<file path="src/rtl/acorn128_pkg.sv">
// Shared ACORN-128 constants, FSM encoding and the bit-exact step/keystream functions
// used by the initialization, encryption and decryption blocks.
package acorn128_pkg;

  localparam int unsigned STATE_W   = 293;
  localparam int unsigned BLOCK_W   = 128;
  localparam int unsigned PAD_STEPS = 256;

  typedef enum logic [1:0] {StIdle, StData, StPad, StDone} acorn_fsm_e;

  function automatic logic maj(input logic a, input logic b, input logic c);
    return (a & b) ^ (a & c) ^ (b & c);
  endfunction

  function automatic logic ch(input logic a, input logic b, input logic c);
    return (a & b) ^ (~a & c);
  endfunction

  // The six LFSR tap updates; order matters, each reads a not-yet-updated tap.
  function automatic logic [STATE_W-1:0] acorn_lin(input logic [STATE_W-1:0] s);
    logic [STATE_W-1:0] t;
    t      = s;
    t[289] = t[289] ^ t[235] ^ t[230];
    t[230] = t[230] ^ t[196] ^ t[193];
    t[193] = t[193] ^ t[160] ^ t[154];
    t[154] = t[154] ^ t[111] ^ t[107];
    t[107] = t[107] ^ t[66]  ^ t[61];
    t[61]  = t[61]  ^ t[23]  ^ t[0];
    return t;
  endfunction

  function automatic logic acorn_ks(input logic [STATE_W-1:0] s);
    logic [STATE_W-1:0] t;
    t = acorn_lin(s);
    return t[12] ^ t[154] ^ maj(t[235], t[61], t[193]) ^ ch(t[230], t[111], t[66]);
  endfunction

  function automatic logic [STATE_W-1:0] acorn_step(input logic [STATE_W-1:0] s,
                                                    input logic m, input logic ca,
                                                    input logic cb);
    logic [STATE_W-1:0] t;
    logic               ks;
    logic               f;
    t  = acorn_lin(s);
    ks = acorn_ks(s);
    f  = t[0] ^ ~t[107] ^ maj(t[244], t[23], t[160]) ^ (ca & t[196]) ^ (cb & ks);
    return {f ^ m, t[STATE_W-1:1]};
  endfunction

endpackage

</file>
<file path="src/rtl/acorn128_step.sv">
// Combinational single ACORN-128 step: next state plus the keystream bit of the current state.
module acorn128_step
  import acorn128_pkg::*;
(
  input  logic [STATE_W-1:0] state_i,
  input  logic               m_i,
  input  logic               ca_i,
  input  logic               cb_i,
  output logic [STATE_W-1:0] next_state_o,
  output logic               ks_o
);

  // ks depends only on the state, so callers may fold it into m without a loop.
  assign ks_o         = acorn_ks(state_i);
  assign next_state_o = acorn_step(state_i, m_i, ca_i, cb_i);

endmodule

</file>
<file path="src/rtl/acorn128_decryption.sv">
// Bit-serial ACORN-128 decryption: 128 data steps recovering plaintext, then 256 pad steps.
module acorn128_decryption
  import acorn128_pkg::*;
(
  input  logic               clk,
  input  logic               rst,
  input  logic               start,
  input  logic [STATE_W-1:0] state_in,
  input  logic [BLOCK_W-1:0] cipher_in,
  output logic               busy,
  output logic               done,
  output logic [BLOCK_W-1:0] plain_out,
  output logic [STATE_W-1:0] state_out
);

  acorn_fsm_e         fsm_q, fsm_d;
  logic [8:0]         cnt_q;
  logic [STATE_W-1:0] state_q;
  logic [BLOCK_W-1:0] cipher_q;
  logic [BLOCK_W-1:0] plain_q;
  logic               done_q, done_d;

  logic               accept, last_data, last_pad;
  logic               step_m, step_ca, ks;
  logic [STATE_W-1:0] state_next;

  assign accept    = start && (fsm_q == StIdle || fsm_q == StDone);
  assign last_data = (cnt_q == 9'd127);
  assign last_pad  = (cnt_q == 9'd255);

  acorn128_step u_step (
    .state_i      (state_q),
    .m_i          (step_m),
    .ca_i         (step_ca),
    .cb_i         (1'b0),
    .next_state_o (state_next),
    .ks_o         (ks)
  );

  // State register
  always_ff @(posedge clk or posedge rst) begin
    if (rst) fsm_q <= StIdle;
    else     fsm_q <= fsm_d;
  end

  // Next-state logic
  always_comb begin
    fsm_d = fsm_q;
    unique case (fsm_q)
      StIdle: if (start) fsm_d = StData;
      StData: if (last_data) fsm_d = StPad;
      StPad:  if (last_pad) fsm_d = StDone;
      StDone: fsm_d = start ? StData : StIdle;
    endcase
  end

  // Output / step-control logic
  always_comb begin
    busy    = (fsm_q == StData) || (fsm_q == StPad);
    done_d  = (fsm_q == StPad) && last_pad;
    // Data phase absorbs the recovered plaintext bit, pad phase a single leading 1.
    step_m  = (fsm_q == StData) ? (cipher_q[cnt_q[6:0]] ^ ks) : (cnt_q == 9'd0);
    step_ca = (fsm_q == StData) ? 1'b1 : ~cnt_q[7];
  end

  always_ff @(posedge clk or posedge rst) begin
    if (rst) begin
      cnt_q    <= '0;
      state_q  <= '0;
      cipher_q <= '0;
      plain_q  <= '0;
      done_q   <= 1'b0;
    end else begin
      done_q <= done_d;
      if (accept) begin
        cnt_q    <= '0;
        state_q  <= state_in;
        cipher_q <= cipher_in;
        plain_q  <= '0;
      end else if (fsm_q == StData) begin
        state_q              <= state_next;
        plain_q[cnt_q[6:0]]  <= step_m;
        cnt_q                <= last_data ? 9'd0 : cnt_q + 9'd1;
      end else if (fsm_q == StPad) begin
        state_q <= state_next;
        cnt_q   <= last_pad ? 9'd0 : cnt_q + 9'd1;
      end
    end
  end

  assign done      = done_q;
  assign plain_out = plain_q;
  assign state_out = state_q;

endmodule

</file>
<file path="config.mk">
export PLATFORM = sky130hd
export DESIGN_NAME = acorn128_decryption
export DESIGN_NICKNAME = d
export VERILOG_FILES = /design/src/rtl/acorn128_pkg.sv /design/src/rtl/acorn128_step.sv /design/src/rtl/acorn128_decryption.sv
export SDC_FILE = /design/constraint.sdc
export NUM_CORES = 1
export LEC_CHECK = 0
export ABC_AREA = 1
export CAP_MARGIN = 15
export CELL_PAD_IN_SITES_DETAIL_PLACEMENT = 0
export CELL_PAD_IN_SITES_GLOBAL_PLACEMENT = 2
export CORE_AREA = 2 2 326 328
export CTS_CLUSTER_SIZE = 40
export DETAILED_ROUTE_END_ITERATION = 10
export DIE_AREA = 0 0 328 330
export MAX_ROUTING_LAYER = met4
export PLACE_DENSITY_LB_ADDON = 0.1
export SETUP_SLACK_MARGIN = 0.2
export SYNTH_ARGS = -nofsm -noshare
export SYNTH_HDL_FRONTEND = slang
export SYNTH_SLANG_ARGS = --single-unit
</file>
<file path="constraint.sdc">
create_clock -name clk -period 25 [get_ports clk]
set_clock_uncertainty 0.1 [all_clocks]
set_input_delay 2.5 -clock clk [delete_from_list [all_inputs] [get_ports clk]]
set_output_delay 2.5 -clock clk [all_outputs]
set_load 0.1 [all_outputs]
</file>
==> results.tsv <==
metric	value	unit
outcome	completed	
place_ws	17.84	ns
synth_area	25500	µm²
cts_resized	0	
hold_ws	0.434	ns
crit_top_cell	buf_4	
numCtsBuffers	73	
clock-sinks	561	
seq_area_frac_synth	55.0	%
rows	119	
async_reset_ff_share	100	%
r2r_slack	19.77	ns
die_x	328	µm
tightest_slew	1.20	ns
drive_gt1_share	4.78	%
syn_nets	3556	
finalSetupTns	0	ns
htreeDepth	3	
fin_util	35.9	%
fmax	154	MHz
dp_hpwl	91700	µm
cp.arrival	6.93	ns
grt_max_degree	180	
fin_crit_sh	25.9	%
cp_max_fo	96	
grt_pass1_vias	24500	
place.gp.congestion	0.904	
root_buffer	clkbuf_16	
grt_overflow	0	
path_buf_inv	7	
layout_setup_ws	18.53	ns
whs_path_depth	2	
grt_pass1_wl	183000	µm
ios	847	
synth_edf_count	0	
r2r_start	cnt_q[0]$_DFFE_PP0P_	
antenna_found_initial	42	
synth_ff_type	dfrtp_1	
ys_warn_count	0	
wl_per_cell	24.2	µm
ctsHoldBuffers	0	
initial_core_util	24.4	%
core	105000	µm²
required	25.46	ns
vias	24400	
hold_end	cipher_q[44]$_DFFE_PP0P_	
globalRouteTotalUtil	24.0	%
period_minus_slack	6.47	ns
post_cts_buffers	0	
drc_errors	0	
path_clk_slew	0.06	ns
crit_family	buffers and inverters	
avgSynthCellArea	8.17	µm²
synth_seq_cells	561	
rsz0062_at_grt	no	
hold_viol_final	0	
wl	130000	µm
portBuffers	846	
ant_nets	0	
netlist_instances	3123	
slowest_delay	0.87	ns
clock_path_buffers	3	
ys_types	33	
crit_path_end_kind	register	
crit_slowest_cell	buf_4	
setup_viol	0	
drv_slew	0	
crit_chain	clkdlybuf4s50_1 > inv_1 > nor2_4 > buf_4 > nor2_1 > nand2_4 > inv_4 > nor2_4 > buf_4 > inv_6 > buf_4 > o22ai_1 > a21oi_1	
viasPerCell	4.54	
worstHoldStart	cipher_q[44]$_DFFE_PP0P_	
drv_cap	0	
die_y	330	µm
reg2reg_depth	18	
clock_latency	0.64	ns
drtPass1Iterations	7	
nets	4316	
dieArea	108000	µm²
hp-class	register to register	
syn_to_final_growth	47.3	%
r2r_end	plain_out[123]$_DFFE_PP0P_	
slew_headroom	20.0	%
drtIter0Drc	1743	
worst-setup-path-type	input pin to register	
startpoint_type	input pin	
cts_tree	done	
## kinds of logic after synthesis
logic type	count (synthesis)	synth area share [%]
fa+ha+maj	9	0.441
flops	561	55.0
buf+inv	677	10.5
simple gates	979	14.9
compound gates	878	18.5
xor+xnor	19	0.652
## final cells by class
cell class	count	area, µm²
inverters	488	1860
diodes	41	103
flip-flops and latches	561	14000
clock buffers	118	2260
fillers	10900	67100
well taps	1391	1740
multi-input cells	1885	8830
clock inverters	11	113
repair buffers	874	8650
## placed cells by master (no fill, tap or decap), types with 23 or more instances in the layout
cell / n
dfrtp_1: 560
inv_1: 480
nand2_1: 524
clkbuf_1: 23
clkdlybuf4s50_1: 813
nand3_1: 72
o22ai_1: 230
o21ai_1: 132
o21ai_0: 151
nor2_1: 368
buf_4: 57
a21oi_1: 354
clkbuf_16: 77
diode_2: 41
## metrics by stage
stage,cells,area [µm²]
6_report,5369,37600
5_1_grt,5365,37600
4_1_cts,5328,37500
3_5_place_dp,5199,35100
3_3_place_gp,5199,35100
2_1_floorplan,3123,25500
## synth_stat cells, types with 5 or more instances
| cell type | number | area share [%] |
|---|---|---|
| dfrtp_1 | 561 | 55 |
| nand2_1 | 525 | 7.7 |
| inv_1 | 484 | 7.1 |
| nor2_1 | 371 | 5.5 |
| a21oi_1 | 354 | 6.9 |
| o22ai_1 | 230 | 5.6 |
| o21ai_0 | 151 | 3.0 |
| clkbuf_1 | 137 | 2.0 |
| o21ai_1 | 132 | 2.6 |
| nand3_1 | 72 | 1.4 |
| buf_1 | 19 | 0.28 |
| xor2_1 | 14 | 0.48 |
| buf_2 | 13 | 0.26 |
| buf_6 | 11 | 0.49 |
| buf_4 | 9 | 0.26 |
| ha_1 | 9 | 0.44 |
| xnor2_1 | 5 | 0.17 |
## tightest hold or removal path, delay by kind of cell (launching register included)
kind            cells  cell delay, ns
flops               1            0.32
buf+inv             1            0.05
compound gates      1            0.14
## worst max path at each step
stage	slack [ns]	cells past startpoint	to	from
after global routing	18.12	13	state_out[255]$_DFFE_PP0P_	start
after floorplan	6.71	1	cipher_q[0]$_DFFE_PP0P_	rst
after global placement	17.87	13	state_out[279]$_DFFE_PP0P_	start
final	18.53	13	state_out[273]$_DFFE_PP0P_	start
after CTS	18.50	13	state_out[273]$_DFFE_PP0P_	start
after detailed placement	17.84	13	state_out[273]$_DFFE_PP0P_	start
## sequential cells by signal, indices dropped and copies added, names as in the netlist
name / flops
cipher_q: 128
cnt_q: 9
done: 1
fsm_q: 2
plain_out: 128
state_out: 293
## routing by layer
| layer | track usage, % | routed length [µm] |
|---|---|---|
| met2 | 40.1 | 65100 |
| met1 | 28.4 | 52600 |
| met3 | 6.61 | 9140 |
| met4 | 6.32 | 2880 |
| met5 | - | 0 |
Power is not shown: default switching activity piles up to over one toggle a cycle in this logic, so the estimate is an artifact.
